$ cat src/rtl/ps_pkg.sv
// -----------------------------------------------------------------------------
// ps_pkg
// Shared constants and types for the PCIe PHY transmit lane arbiter.
//   IDLE_SYM  : K28.5 COM symbol sent while no data byte is scheduled
//   SLOT_W    : width of the slot counter (matches serializer bit selector)
//   SLOT_LAST : byte boundary slot, the only slot where arbitration happens
//   state_t   : arbiter state, IDLE (free to arbitrate) or BURST (grant locked)
// -----------------------------------------------------------------------------
package ps_pkg;

   localparam logic [7:0] IDLE_SYM = 8'hBC;

   localparam int SLOT_W = 3;
   localparam logic [SLOT_W-1:0] SLOT_LAST = 3'd7;

   typedef enum logic {
      IDLE  = 1'b0,
      BURST = 1'b1
   } state_t;

endpackage

$ cat src/rtl/ps_rr_arbiter.sv
// -----------------------------------------------------------------------------
// ps_rr_arbiter
// Combinational round-robin search: finds the first asserted request starting
// at i_rr_ptr and moving upward, wrapping from NUM_REQ-1 back to 0.
// Ports:
//   i_req    [NUM_REQ-1:0] : request vector
//   i_rr_ptr [IDX_W-1:0]   : index searched first
//   o_hit                  : at least one request is asserted
//   o_grant  [IDX_W-1:0]   : index of the first asserted request (0 if no hit)
// -----------------------------------------------------------------------------
module ps_rr_arbiter #(
   parameter  int NUM_REQ = 4,
   localparam int IDX_W   = $clog2(NUM_REQ)
) (
   input  logic [NUM_REQ-1:0] i_req,
   input  logic [IDX_W-1:0]   i_rr_ptr,
   output logic               o_hit,
   output logic [IDX_W-1:0]   o_grant
);

   int w_idx;

   // NOTE: every output of a combinational block gets a default before any
   // conditional assignment, otherwise synthesis infers latches.
   always_comb begin
      o_hit   = 1'b0;
      o_grant = '0;
      w_idx   = 0;
      for (int i = 0; i < NUM_REQ; i++) begin
         w_idx = int'(i_rr_ptr) + i;
         if (w_idx >= NUM_REQ) begin
            w_idx = w_idx - NUM_REQ;
         end
         // First hit in search order wins; later hits are ignored.
         if (!o_hit && i_req[IDX_W'(w_idx)]) begin
            o_hit   = 1'b1;
            o_grant = IDX_W'(w_idx);
         end
      end
   end

endmodule

$ cat src/rtl/ps_lane_arbiter.sv
// -----------------------------------------------------------------------------
// ps_lane_arbiter
// Shares one paralelo_a_serial serializer between NUM_REQ byte requesters.
// A 3-bit slot counter runs in lockstep with the serializer's bit selector;
// arbitration and byte loading happen only in slot 7 so each byte stays on
// ser_data for exactly 8 clk32f cycles. Multi-byte bursts (req_last=0) lock
// the grant until the last byte. With nothing to send, ser_valid=0 and
// ser_data carries IDLE_SYM.
// Ports:
//   clk32f      : bit clock shared with the serializer
//   reset       : synchronous, active-low
//   req_valid   : per-requester byte valid
//   req_data    : per-requester byte, requester i at [8i+7:8i]
//   req_last    : byte is last of its burst
//   req_ready   : one-cycle accept pulse (slot 7 only)
//   ser_data    : byte to serializer
//   ser_valid   : serializer in_valid
//   byte_strobe : high during slot 7
//   grant_id    : requester owning the current byte
//   busy        : high while a burst holds the grant
// Optional build macro PS_ARB_UNDERRUN_CNT_EN adds:
//   underrun_clr : synchronous clear of underrun_cnt (wins over increment)
//   underrun_cnt : saturating count of burst underruns at slot 7
// -----------------------------------------------------------------------------
module ps_lane_arbiter #(
   parameter  int         NUM_REQ  = 4,
   parameter  logic [7:0] IDLE_SYM = 8'hBC,
   localparam int         IDX_W    = $clog2(NUM_REQ)
) (
   input  logic                 clk32f,
   input  logic                 reset,
   input  logic [NUM_REQ-1:0]   req_valid,
   input  logic [8*NUM_REQ-1:0] req_data,
   input  logic [NUM_REQ-1:0]   req_last,
   output logic [NUM_REQ-1:0]   req_ready,
   output logic [7:0]           ser_data,
   output logic                 ser_valid,
   output logic                 byte_strobe,
   output logic [IDX_W-1:0]     grant_id,
`ifdef PS_ARB_UNDERRUN_CNT_EN
   input  logic                 underrun_clr,
   output logic [15:0]          underrun_cnt,
`endif
   output logic                 busy
);

   import ps_pkg::state_t, ps_pkg::IDLE, ps_pkg::BURST;
   import ps_pkg::SLOT_W, ps_pkg::SLOT_LAST;

   logic [SLOT_W-1:0] r_slot;
   state_t            r_state;
   logic [IDX_W-1:0]  r_rr_ptr;
   logic [IDX_W-1:0]  r_grant;
   logic [7:0]        r_ser_data;
   logic              r_ser_valid;

   logic              w_boundary;
   logic              w_hit;
   logic [IDX_W-1:0]  w_arb_idx;
   logic [IDX_W-1:0]  w_sel_idx;
   logic              w_sel_valid;
   logic              w_accept;
   logic [7:0]        w_sel_data;
   logic              w_sel_last;
   logic [IDX_W-1:0]  w_next_ptr;

   ps_rr_arbiter #(
      .NUM_REQ (NUM_REQ)
   ) u_rr (
      .i_req    (req_valid),
      .i_rr_ptr (r_rr_ptr),
      .o_hit    (w_hit),
      .o_grant  (w_arb_idx)
   );

   assign w_boundary = (r_slot == SLOT_LAST);

   // In BURST the grant is locked: only the owner is looked at.
   assign w_sel_idx   = (r_state == BURST) ? r_grant : w_arb_idx;
   assign w_sel_valid = (r_state == BURST) ? req_valid[r_grant] : w_hit;
   assign w_sel_data  = req_data[{w_sel_idx, 3'b000} +: 8];
   assign w_sel_last  = req_last[w_sel_idx];
   assign w_next_ptr  = (w_sel_idx == IDX_W'(NUM_REQ - 1)) ? '0 : w_sel_idx + 1'b1;

   // Gated by reset so a requester never sees ready in a cycle whose
   // transfer the reset throws away.
   assign w_accept = w_boundary & w_sel_valid & reset;

   always_comb begin
      req_ready = '0;
      if (w_accept) begin
         req_ready[w_sel_idx] = 1'b1;
      end
   end

   // NOTE: sequential state is written with non-blocking assignments only, so
   // every register samples the values from before the clock edge.
   always_ff @(posedge clk32f) begin
      if (!reset) begin
         r_slot      <= '0;
         r_state     <= IDLE;
         r_rr_ptr    <= '0;
         r_grant     <= '0;
         r_ser_data  <= IDLE_SYM;
         r_ser_valid <= 1'b0;
      end else begin
         r_slot <= r_slot + 1'b1;
         if (w_boundary) begin
            if (w_accept) begin
               r_ser_data  <= w_sel_data;
               r_ser_valid <= 1'b1;
               r_grant     <= w_sel_idx;
               if (w_sel_last) begin
                  r_state  <= IDLE;
                  r_rr_ptr <= w_next_ptr;
               end else begin
                  r_state  <= BURST;
               end
            end else begin
               // No hit in IDLE, or underrun in BURST: grant and state hold.
               r_ser_data  <= IDLE_SYM;
               r_ser_valid <= 1'b0;
            end
         end
      end
   end

   assign ser_data    = r_ser_data;
   assign ser_valid   = r_ser_valid;
   assign grant_id    = r_grant;
   assign busy        = (r_state == BURST);
   assign byte_strobe = w_boundary;

`ifdef PS_ARB_UNDERRUN_CNT_EN
   logic [15:0] r_underrun_cnt;
   logic        w_underrun;

   assign w_underrun = w_boundary & (r_state == BURST) & ~req_valid[r_grant];

   always_ff @(posedge clk32f) begin
      if (!reset) begin
         r_underrun_cnt <= '0;
      end else if (underrun_clr) begin
         r_underrun_cnt <= '0;
      end else if (w_underrun && (r_underrun_cnt != 16'hFFFF)) begin
         r_underrun_cnt <= r_underrun_cnt + 16'd1;
      end
   end

   assign underrun_cnt = r_underrun_cnt;
`endif

endmodule

$ cat config.mk
export PLATFORM = sky130hd
export DESIGN_NAME = ps_lane_arbiter
export DESIGN_NICKNAME = d
export VERILOG_FILES = /design/src/rtl/ps_pkg.sv /design/src/rtl/ps_rr_arbiter.sv /design/src/rtl/ps_lane_arbiter.sv
export SDC_FILE = /design/constraint.sdc
export NUM_CORES = 1
export LEC_CHECK = 0
export BUFFER_PORTS_ARGS = -buffer_cell sky130_fd_sc_hd__buf_2
export CORE_ASPECT_RATIO = 2
export CORE_UTILIZATION = 40
export CTS_CLUSTER_DIAMETER = 150
export DETAILED_ROUTE_END_ITERATION = 7
export PLACE_DENSITY = 0.75
export SLEW_MARGIN = 40
export SYNTH_ARGS = -nofsm -noshare
export SYNTH_HDL_FRONTEND = slang
export SYNTH_SLANG_ARGS = --single-unit
$ cat constraint.sdc
create_clock -name clk32f -period 2 [get_ports clk32f]
set_input_delay 0.2 -clock clk32f [delete_from_list [all_inputs] [get_ports clk32f]]
set_output_delay 0.2 -clock clk32f [all_outputs]
set_load 0.005 [all_outputs]
==> results of run 1 <==
cell families (layout without fill, tap and decap cells):
family / after synthesis / count (layout) / share of synthesized area, %
buffers and inverters: 14 / 80 / 8.117
AO/OA/AOI/OAI: 26 / 26 / 20.02
AND/OR/NAND/NOR: 33 / 33 / 14.50
adder cells (fa/ha/maj): 6 / 6 / 6.493
flip-flops: 17 / 17 / 29.44
multiplexers: 21 / 21 / 21.43
final cells by class:
cell class              count  share of cell area [%]
well taps                  29                   2.236
clock buffers               3                   2.544
inverters                   6                   1.542
multi-input cells          86                   47.26
flip-flops and latches     17                   21.13
clock inverters             1                  0.3084
repair buffers             70                   24.98
sequential cells by signal (all words and copies together) (netlist names):
register	flops
busy	1
grant_id	2
r_rr_ptr	2
r_slot	3
ser_data	8
ser_valid	1
power by group through the flow:
stage	clock [mW]	sequential, mW	combinational, mW
finish	0.247	0.346	0.165
global placement	0	0.354	0.139
CTS	0.253	0.346	0.157
detailed placement	0	0.354	0.144
floorplan	0	0.354	0.0849
global route	0.269	0.347	0.181
cell usage after synthesis, drive strengths merged:
library cell  number  area (um^2)
and2               7        43.79
a222oi             3        30.03
o21ai              5        36.29
mux4               1        22.52
a221o              1        10.01
ha                 6        75.07
nor2               6        22.52
o41ai              1        8.760
nor2b              8        50.05
buf                6        63.81
a2111oi            1        15.01
inv                6        22.52
a21boi             1        7.510
nand2              9        33.78
a22o               5        43.79
nand2b             2        12.51
a21oi              3        15.01
o211a              2        20.02
a311oi             1        8.760
o31ai              1        7.510
clkbuf             2        7.510
mux2i             12        120.1
mux2               8        105.1
nor3               1        5.000
o21a               1        7.510
dfxtp             17        340.3
a22oi              1        21.27
per-stage QoR:
step                      instance area (um^2)  util (%)  hold WS [ns]
after floorplan                           1156         -        0.3984
after global placement                    1484     54.23        0.4063
after detailed placement                  1484     54.23        0.4258
after CTS                                 1582     57.80        0.3324
after global routing                      1623     59.31        0.3661
final                                     1623     59.31        0.3451
worst min-delay path by stage:
| stage | start | end | slack (ns) | cells after the start |
|---|---|---|---|---|
| floorplan | r_slot[0] | r_slot[0] | 0.40 | 1 |
| global placement | r_slot[0] | r_slot[0] | 0.41 | 1 |
| detailed placement | r_slot[0] | r_slot[0] | 0.43 | 1 |
| CTS | req_data[17] | ser_data[1] | 0.33 | 4 |
| global route | reset | ser_data[7] | 0.37 | 3 |
| finish | reset | ser_data[5] | 0.35 | 3 |
worst max-delay path, delay by kind of cell (launching register included):
kind | cells | cell delay, ns
AND/OR/NAND/NOR | 1 | 0.15
buffers and inverters | 2 | 0.29
flip-flops | 1 | 0.34
AO/OA/AOI/OAI | 3 | 0.65
multiplexers | 2 | 0.51
layer usage:
| metal | track usage [%] | share of wire [%] | vias to the layer above |
|---|---|---|---|
| li1 | - | - | 552 |
| met3 | 2.542 | 3.8 | 2 |
| met4 | 8.621 | 0.28 | 0 |
| met5 | 0 | 0 | - |
| met1 | 21.08 | 35 | 518 |
| met2 | 36.77 | 61 | 37 |
repair_timing:
item                                    4_1_cts  5_1_grt
pin swaps                                     2        4
hold buffers                                  0        0
setup buffers                                 4        0
resized for setup                             5        7
endpoints found under the setup margin       15       15
==> results.py, run 1 <==
metrics = {
    "die": {
        "rows": 27,
        "core_region_area_um2": 2736,
        "start_util_pct": 42.25,
        "num_io_pins": 59,
        "die_x_um": 40.02,
        "die_area_um2": 3122,
        "die_h_um": 78.03,
    },
    "yosys": {
        "synth_nets": 165,
        "ys_seq_area_share_pct": 29.44,
        "syn_area_per_cell_um2": 9.881,
        "yosys_warnings": 0,
        "ys_ff_latch": 17,
        "synth_cells": 117,
        "ys_types": 33,
        "netlist_area_um2": 1156,
    },
    "critical_path": {
        "cp_cell_sequence": "nand2b_4 > a21boi_1 > a221o_1 > buf_12 > buf_12 > mux2_4 > a22oi_4 > mux2i_1",
        "cp-startpoint": "r_rr_ptr[0]",
        "cp-start-kind": "flip-flop",
        "endpoint_kind": "flip-flop",
        "slowest_delay_ns": 0.35,
        "r2r_cells": 8,
        "regToRegStartpoint": "r_rr_ptr[0]",
        "endpoint": "r_rr_ptr[0]",
        "path_max_fanout": 8,
        "worstSetupPathType": "flip-flop to flip-flop",
        "cp.required_ns": 2.17,
        "r2r_end": "r_rr_ptr[0]",
        "cp.arrival_ns": 2.19,
        "regToRegSetupSlack_ns": -0.02,
        "slowest_stage": "a221o_1",
        "cpMostUsedCell": "buf_12",
    },
    "drt": {
        "wirelength_um": 2905,
        "drtAntennaViolNets": 0,
        "wl_per_cell_um": 13.70,
        "vias_per_cell": 5.231,
        "drc": 0,
        "vias": 1109,
        "drt_iter0_drc": 28,
        "dr.pass1.iters": 5,
    },
    "layout": {
        "fin_nets": 232,
        "final_cell_mix": "buf_2 (58), dfxtp_1 (15), mux2i_1 (12), buf_4 (10), nand2_1 (9)",
        "area_growth_pct": 40.37,
        "multi_input_area_um2": 767.0,
        "layout-drive-gt1-share_pct": 51.37,
        "fillCellCount": 239,
        "antenna_cells": 0,
        "final_common_cell": "buf_2",
        "seqCellArea_um2": 342.8,
        "instances_no_fill": 212,
    },
    "job": {
        "max_cap_viol_count": 0,
    },
    "clock_network": {
        "cts_root_buf": "clkbuf_8",
        "cts.clk_slew.worst_paths_ns": 0.06,
        "cts_tree": "built",
        "clk_path_buf_depth": 2,
        "htree_num_levels": 1,
        "clock-sinks": 17,
        "insertion_delay_ns": 0.24,
        "numCtsBuffers": 3,
    },
    "timing": {
        "drv_slew": 0,
        "finalSetupViolCount": 7,
        "fmax_mhz": 495.2,
        "setup_ws_ns": -0.01945,
        "worst_pin_slew_ns": 0.4810,
        "finClkSkew_ns": 0.002886,
        "hold_viol_final": 0,
        "period_share_pct": 101.0,
        "slew_headroom_pct": 67.79,
        "rsz0062_at_grt": "yes",
        "min_period_ns": 2.019,
        "tns_ns": -0.09823,
    },
    "place": {
        "place_congestion": 0.7452,
        "dp.cells": 204,
        "io_buffers": 58,
        "post-place-ws_ns": -0.07087,
        "dp.final_hpwl_um": 2198,
    },
    "power_and_ir_drop": {
        "p_comb_share_pct": 21.8,
        "share_seq_of_total_power_pct": 45.6,
        "clockPowerShare_pct": 32.6,
        "p_sw_share_pct": 23.94,
        "p_int_mw": 0.5770,
        "p_leak_nw": 0.8331,
        "finalPower_mw": 0.7586,
        "powerDensity_nw_per_um2": 467.5,
        "p_switching_mw": 0.1816,
        "peakVddDrop_v": 0.0005854,
    },
    "global_route": {
        "grtUsageTotal_pct": 20.34,
        "grt_first_pass_wirelength_um": 4685,
        "overflow": 0,
        "grt_pass1_vias": 1155,
        "antenna_found_initial": 0,
        "grt_max_degree": 20,
    },
    "worst_hold_path": {
        "hold_path_class": "primary input to flip-flop",
    },
    "run_status": {
        "status": "finished, violations left",
        "violations": "setup timing",
    },
}
(Power assumes the default switching activity.)
==> run 2: changes to the inputs <==
--- a/config.mk
+++ b/config.mk
@@ -5,9 +5,11 @@
 export SDC_FILE = /design/constraint.sdc
 export NUM_CORES = 1
 export LEC_CHECK = 0
+export ABC_AREA = 1
 export BUFFER_PORTS_ARGS = -buffer_cell sky130_fd_sc_hd__buf_2
 export CORE_ASPECT_RATIO = 2
-export CORE_UTILIZATION = 40
+export CORE_UTILIZATION = 43
+export CTS_BUF_LIST = sky130_fd_sc_hd__clkbuf_16
 export CTS_CLUSTER_DIAMETER = 150
 export DETAILED_ROUTE_END_ITERATION = 7
 export PLACE_DENSITY = 0.75
==> results.py, run 2 <==
metrics = {
    "global_route": {
        "grt_pass1_vias": 1773,
        "grtUsageTotal_pct": 24.34,
        "grt_max_degree": 15,
        "antenna_found_initial": 0,
        "overflow": 0,
        "grt_first_pass_wirelength_um": 6948,
    },
    "timing": {
        "hold_slack_ns": 0.2203,
        "finalSetupViolCount": 13,
        "fmax_mhz": 456.7,
        "period_share_pct": 109.5,
        "rsz0062_at_grt": "yes",
        "drv_slew": 0,
        "worst_pin_slew_ns": 0.2856,
        "setup_ws_ns": -0.1894,
        "hold_viol_final": 0,
        "min_period_ns": 2.189,
        "finClkSkew_ns": 0.001001,
        "slew_headroom_pct": 80.84,
    },
    "job": {
        "max_cap_viol_count": 0,
    },
    "yosys": {
        "synth_cells": 241,
        "ys_types": 24,
        "ys_seq_area_share_pct": 23.63,
        "yosys-top-cells-area": "dfxtp_1 (24%), nand2_1 (22%), nand3_1 (8.3%)",
        "netlist_area_um2": 1440,
        "synthFlopType": "dfxtp_1",
        "synth_area_leader_cell": "dfxtp_1",
        "synth_edf_count": 0,
        "ys_ff_latch": 17,
        "yosys-top-cells-count": "nand2_1 (85), inv_1 (29), nand3_1 (24), nor2_1 (19), dfxtp_1 (17)",
        "yosys_warnings": 0,
        "synth_top_area_share_pct": 23.63,
        "syn_area_per_cell_um2": 5.976,
        "post-synth-top-count-cell": "nand2_1",
        "synth_nets": 289,
        "async_flop_share_pct": 0,
    },
    "die": {
        "rows": 29,
        "die_h_um": 83.84,
        "num_io_pins": 59,
        "core_region_area_um2": 3193,
        "die_area_um2": 3598,
        "die_x_um": 42.92,
        "start_util_pct": 45.10,
    },
    "power_and_ir_drop": {
        "p_int_mw": 0.7434,
        "peakVddDrop_v": 0.0006373,
        "p_sw_share_pct": 27.20,
        "clockPowerShare_pct": 37.3,
        "p_comb_share_pct": 28.6,
        "share_seq_of_total_power_pct": 34.1,
        "p_switching_mw": 0.2777,
        "powerDensity_nw_per_um2": 444.3,
        "p_leak_nw": 1.177,
    },
    "clock_network": {
        "insertion_delay_ns": 0.24,
        "cts_root_buf": "clkbuf_16",
        "cts_tree": "built",
        "cts.clk_slew.worst_paths_ns": 0.05,
        "clk_path_buf_depth": 2,
        "clock-sinks": 17,
        "htree_num_levels": 1,
        "numCtsBuffers": 3,
        "cts_hold_buf": 0,
    },
    "layout": {
        "final_util_pct": 71.98,
        "area_growth_pct": 59.60,
        "largest_register_ffs": 8,
        "fillCellCount": 267,
        "fin_nets": 372,
        "final_cell_mix": "nand2_1 (63), buf_2 (58), inv_1 (27), buf_4 (18), nand3_1 (17)",
        "fin_area_um2": 2298,
        "final_common_cell": "nand2_1",
        "antenna_cells": 0,
        "layout-drive-gt1-share_pct": 48.61,
    },
    "place": {
        "dp.final_hpwl_um": 3174,
        "place_congestion": 0.9061,
        "io_buffers": 58,
        "post-place-ws_ns": -0.05404,
        "place_area_um2": 1787,
    },
    "critical_path": {
        "r2r_cells": 17,
        "critPathTopFamily": "simple AND/OR/NAND/NOR gates",
        "critPathBufInv": 6,
        "cp.required_ns": 1.80,
        "cpMostUsedCell": "nand2_4",
        "regToRegSetupSlack_ns": -0.12,
        "regToRegStartpoint": "r_rr_ptr[0]",
        "worstSetupPathType": "flip-flop to output pin",
        "crit_cells": 17,
        "endpoint": "req_ready[1]",
        "endpoint_kind": "output pin",
        "cp-startpoint": "r_rr_ptr[0]",
        "slowest_delay_ns": 0.34,
        "cp_cell_sequence": "buf_6 > clkinv_8 > nand2_4 > nand2_4 > nand2_2 > nand2_4 > nor2_4 > nand3_2 > nand2_1 > inv_1 > nand2_2 > nand2_4 > inv_6 > ha_4 > inv_2 > nor2_1 > buf_2",
        "cp-start-kind": "flip-flop",
        "cp.arrival_ns": 1.99,
        "path_max_fanout": 5,
        "slowest_stage": "dfxtp_2",
        "r2r_end": "ser_data[4]",
    },
    "drt": {
        "drc": 0,
        "dr.pass1.iters": 4,
        "wl_per_cell_um": 13.29,
        "drtAntennaViolNets": 0,
        "wirelength_um": 4706,
        "vias_per_cell": 5.153,
        "vias": 1824,
        "drt_iter0_drc": 39,
    },
    "run_status": {
        "status": "finished, violations left",
        "violations": "setup timing",
    },
    "worst_hold_path": {
        "hold_path_class": "primary input to flip-flop",
    },
}
## run 2: cell count changes after synthesis, moves of 8 or more
cell,change
nand2_1,+76
nand3_1,+24
inv_1,+24
nor2b_1,-8
nor2_1,+13
a21oi_1,+9
mux2i_1,-12
## run 2: final cells by class
cell class,count,area (um^2),area share [%]
Clock buffer,3,75.07,3.266
Clock inverter,1,3.754,0.1633
Inverter,37,166.4,7.240
Multi-Input combinational cell,180,1147,49.92
Sequential cell,17,342.8,14.92
Tap cell,31,38.79,1.688
Timing Repair Buffer,84,515.5,22.43
Timing Repair inverter,1,8.758,0.3811
## run 2: kinds of logic after synthesis
kind of cell | count (synthesis) | synth area share, %
compound gates | 27 | 10.43
buf+inv | 44 | 14.51
fa+ha+maj | 6 | 5.213
simple gates | 147 | 46.22
flops | 17 | 23.63
## run 2: per-layer routing
layer  GRT usage [%]  share of wire [%]
met5               0                  0
met4           17.61                5.5
met3           2.597                2.9
met2           46.83                 60
met1           21.05                 32
## run 2: power groups by stage
stage          logic, mW  clock network (mW)  registers [mW]
2_1_floorplan      0.136                   0           0.355
3_3_place_gp       0.203                   0           0.355
3_5_place_dp       0.205                   0           0.355
4_1_cts            0.245               0.385           0.348
5_1_grt            0.320               0.401           0.349
6_report           0.292               0.381           0.348
## run 2: repair_timing
| item | in CTS | in global routing |
|---|---|---|
| endpoints found under the setup margin | 5 | 17 |
| setup buffers | 13 | 2 |
| resized for setup | 29 | 55 |
| gates cloned | 0 | 1 |
| hold endpoints to repair | 0 | 0 |
| pin swaps | 11 | 27 |
## run 2: through the flow
step,power (mW),cells,setup TNS [ns]
global placement,0.5581,334,-0.07841
CTS,0.9784,351,-0.4269
floorplan,0.4908,241,0
detailed placement,0.5597,334,-0.09065
finish,1.021,354,-1.248
global route,1.070,354,-3.424
## run 2: worst min path at each step
| stage | cells after the start | to | startpoint |
|---|---|---|---|
| floorplan | 1 | r_slot[0] | r_slot[0] |
| global placement | 1 | r_slot[0] | r_slot[0] |
| detailed placement | 1 | r_slot[0] | r_slot[0] |
| CTS | 2 | ser_data[7] | reset |
| global route | 2 | ser_data[7] | reset |
| finish | 2 | ser_data[7] | reset |
==> run 3: changes to the inputs <==
--- a/config.mk
+++ b/config.mk
@@ -6,10 +6,9 @@
 export NUM_CORES = 1
 export LEC_CHECK = 0
 export ABC_AREA = 1
-export BUFFER_PORTS_ARGS = -buffer_cell sky130_fd_sc_hd__buf_2
+export BUFFER_PORTS_ARGS = -buffer_cell sky130_fd_sc_hd__buf_4
 export CORE_ASPECT_RATIO = 2
 export CORE_UTILIZATION = 43
-export CTS_BUF_LIST = sky130_fd_sc_hd__clkbuf_16
 export CTS_CLUSTER_DIAMETER = 150
 export DETAILED_ROUTE_END_ITERATION = 7
 export PLACE_DENSITY = 0.75
==> results.py, run 3 (synthesis results as in run 2) <==
metrics = {
    "run_status": {
        "status": "finished, violations left",
        "violations": "setup timing",
    },
    "place": {
        "io_buffers": 58,
        "place_congestion": 0.9173,
        "dp.cells": 335,
        "place_area_um2": 1964,
        "dp.final_hpwl_um": 3387,
    },
    "layout": {
        "final_common_cell": "buf_4",
        "fin_area_um2": 2291,
        "antenna_cells": 0,
        "final_cell_mix": "buf_4 (79), nand2_1 (69), inv_1 (28), nand3_1 (21), nor2_1 (18)",
        "largest_register_ffs": 8,
        "layout-drive-gt1-share_pct": 42.06,
        "area_growth_pct": 59.08,
        "fin_nets": 370,
        "final_util_pct": 71.75,
        "instances_no_fill": 352,
    },
    "timing": {
        "slew_headroom_pct": 79.99,
        "finalSetupViolCount": 15,
        "setup_ws_ns": -0.2019,
        "drv_slew": 0,
        "min_period_ns": 2.202,
        "tns_ns": -1.810,
        "fmax_mhz": 454.2,
        "worst_pin_slew_ns": 0.2998,
        "finClkSkew_ns": 0.001212,
        "hold_viol_final": 0,
        "rsz0062_at_grt": "yes",
        "period_share_pct": 110.1,
    },
    "die": {
        "die_h_um": 83.84,
        "die_x_um": 42.92,
        "die_area_um2": 3598,
        "start_util_pct": 45.10,
        "rows": 29,
        "num_io_pins": 59,
        "core_region_area_um2": 3193,
    },
    "power_and_ir_drop": {
        "peakVddDrop_v": 0.0005780,
        "p_leak_nw": 1.176,
        "powerDensity_nw_per_um2": 387.9,
    },
    "drt": {
        "wirelength_um": 4741,
        "wl_per_cell_um": 13.47,
        "drt_iter0_drc": 44,
        "drtAntennaViolNets": 0,
        "dr.pass1.iters": 4,
        "vias_per_cell": 5.290,
        "vias": 1862,
        "drc": 0,
    },
    "clock_network": {
        "insertion_delay_ns": 0.25,
        "cts_hold_buf": 0,
        "cts_root_buf": "clkbuf_8",
        "clock-sinks": 17,
        "cts.clk_slew.worst_paths_ns": 0.06,
        "numCtsBuffers": 3,
        "cts_tree": "built",
        "htree_num_levels": 1,
        "clk_path_buf_depth": 2,
    },
    "job": {
        "max_cap_viol_count": 0,
    },
    "global_route": {
        "grt_pass1_vias": 1794,
        "grt_max_degree": 15,
        "grt_first_pass_wirelength_um": 7548,
        "overflow": 0,
        "antenna_found_initial": 0,
        "grtUsageTotal_pct": 27.20,
    },
    "critical_path": {
        "cp-start-kind": "flip-flop",
        "regToRegSetupSlack_ns": -0.15,
        "endpoint_kind": "output pin",
        "path_max_fanout": 10,
        "worstSetupPathType": "flip-flop to output pin",
        "cp.required_ns": 1.80,
        "cp.arrival_ns": 2.00,
    },
    "worst_hold_path": {
        "hold_path_class": "primary input to flip-flop",
    },
}
## run 3: per-layer routing
| metal | vias to the layer above | wire length [um] | GRT usage, % |
|---|---|---|---|
| met3 | 28 | 134 | 1.732 |
| met5 | - | 0 | 0 |
| met1 | 844 | 1471 | 23.73 |
| li1 | 915 | - | - |
| met2 | 75 | 2768 | 53.58 |
| met4 | 0 | 366 | 18.18 |
## run 3: final cells by class
cell class / instances / area [um^2]
Inverter: 37 / 153.9
Multi-Input combinational cell: 180 / 1036
Tap cell: 31 / 38.79
Timing Repair Buffer: 83 / 671.9
Clock buffer: 4 / 45.04
Fill cell: 275 / 902.1
Sequential cell: 17 / 345.3
## run 3: timing repair
action                                 CTS  global route
buffers inserted                         9             3
endpoints found under the hold margin    0             0
setup endpoints to repair                6            15
cloned                                   1             0
pin swaps                               22             4
gates resized for setup                 35            10
## run 3: report_power, final
group          switching (mW)  internal (mW)
clock                   0.107          0.141
sequential            0.00290          0.344
combinational           0.145          0.150
total                   0.254          0.634
## run 3: final timing paths
check / startpoint / end / depth (start not counted)
min: reset / ser_data[7] / 2
max reg2reg: r_rr_ptr[0] / ser_data[2] / 19
min reg2reg: r_slot[0] / r_slot[0] / 1
max: r_rr_ptr[0] / req_ready[1] / 16
## run 3: critical path, stage by stage (launching register included)
cell and delay (ns):
dfxtp_4 0.36, buf_12 0.14, inv_8 0.09, nand2_4 0.07, nand3_4 0.08, nand2_4 0.07, nor2_4 0.12, nand3_1 0.08
nand2_1 0.06, inv_1 0.04, nand2_2 0.09, nand2_4 0.09, inv_4 0.10, ha_4 0.13, inv_1 0.03, nor2_1 0.08
buf_4 0.11
## run 3: per-stage QoR
stage,worst slack (ns),power (mW),hold slack (ns)
4_1_cts,-0.1876,0.8725,0.1875
2_1_floorplan,0.08085,0.4908,0.3992
5_1_grt,-0.3034,0.9421,0.1834
3_3_place_gp,-0.04012,0.5905,0.4153
6_report,-0.2019,0.8886,0.1886
3_5_place_dp,-0.05868,0.5917,0.4278
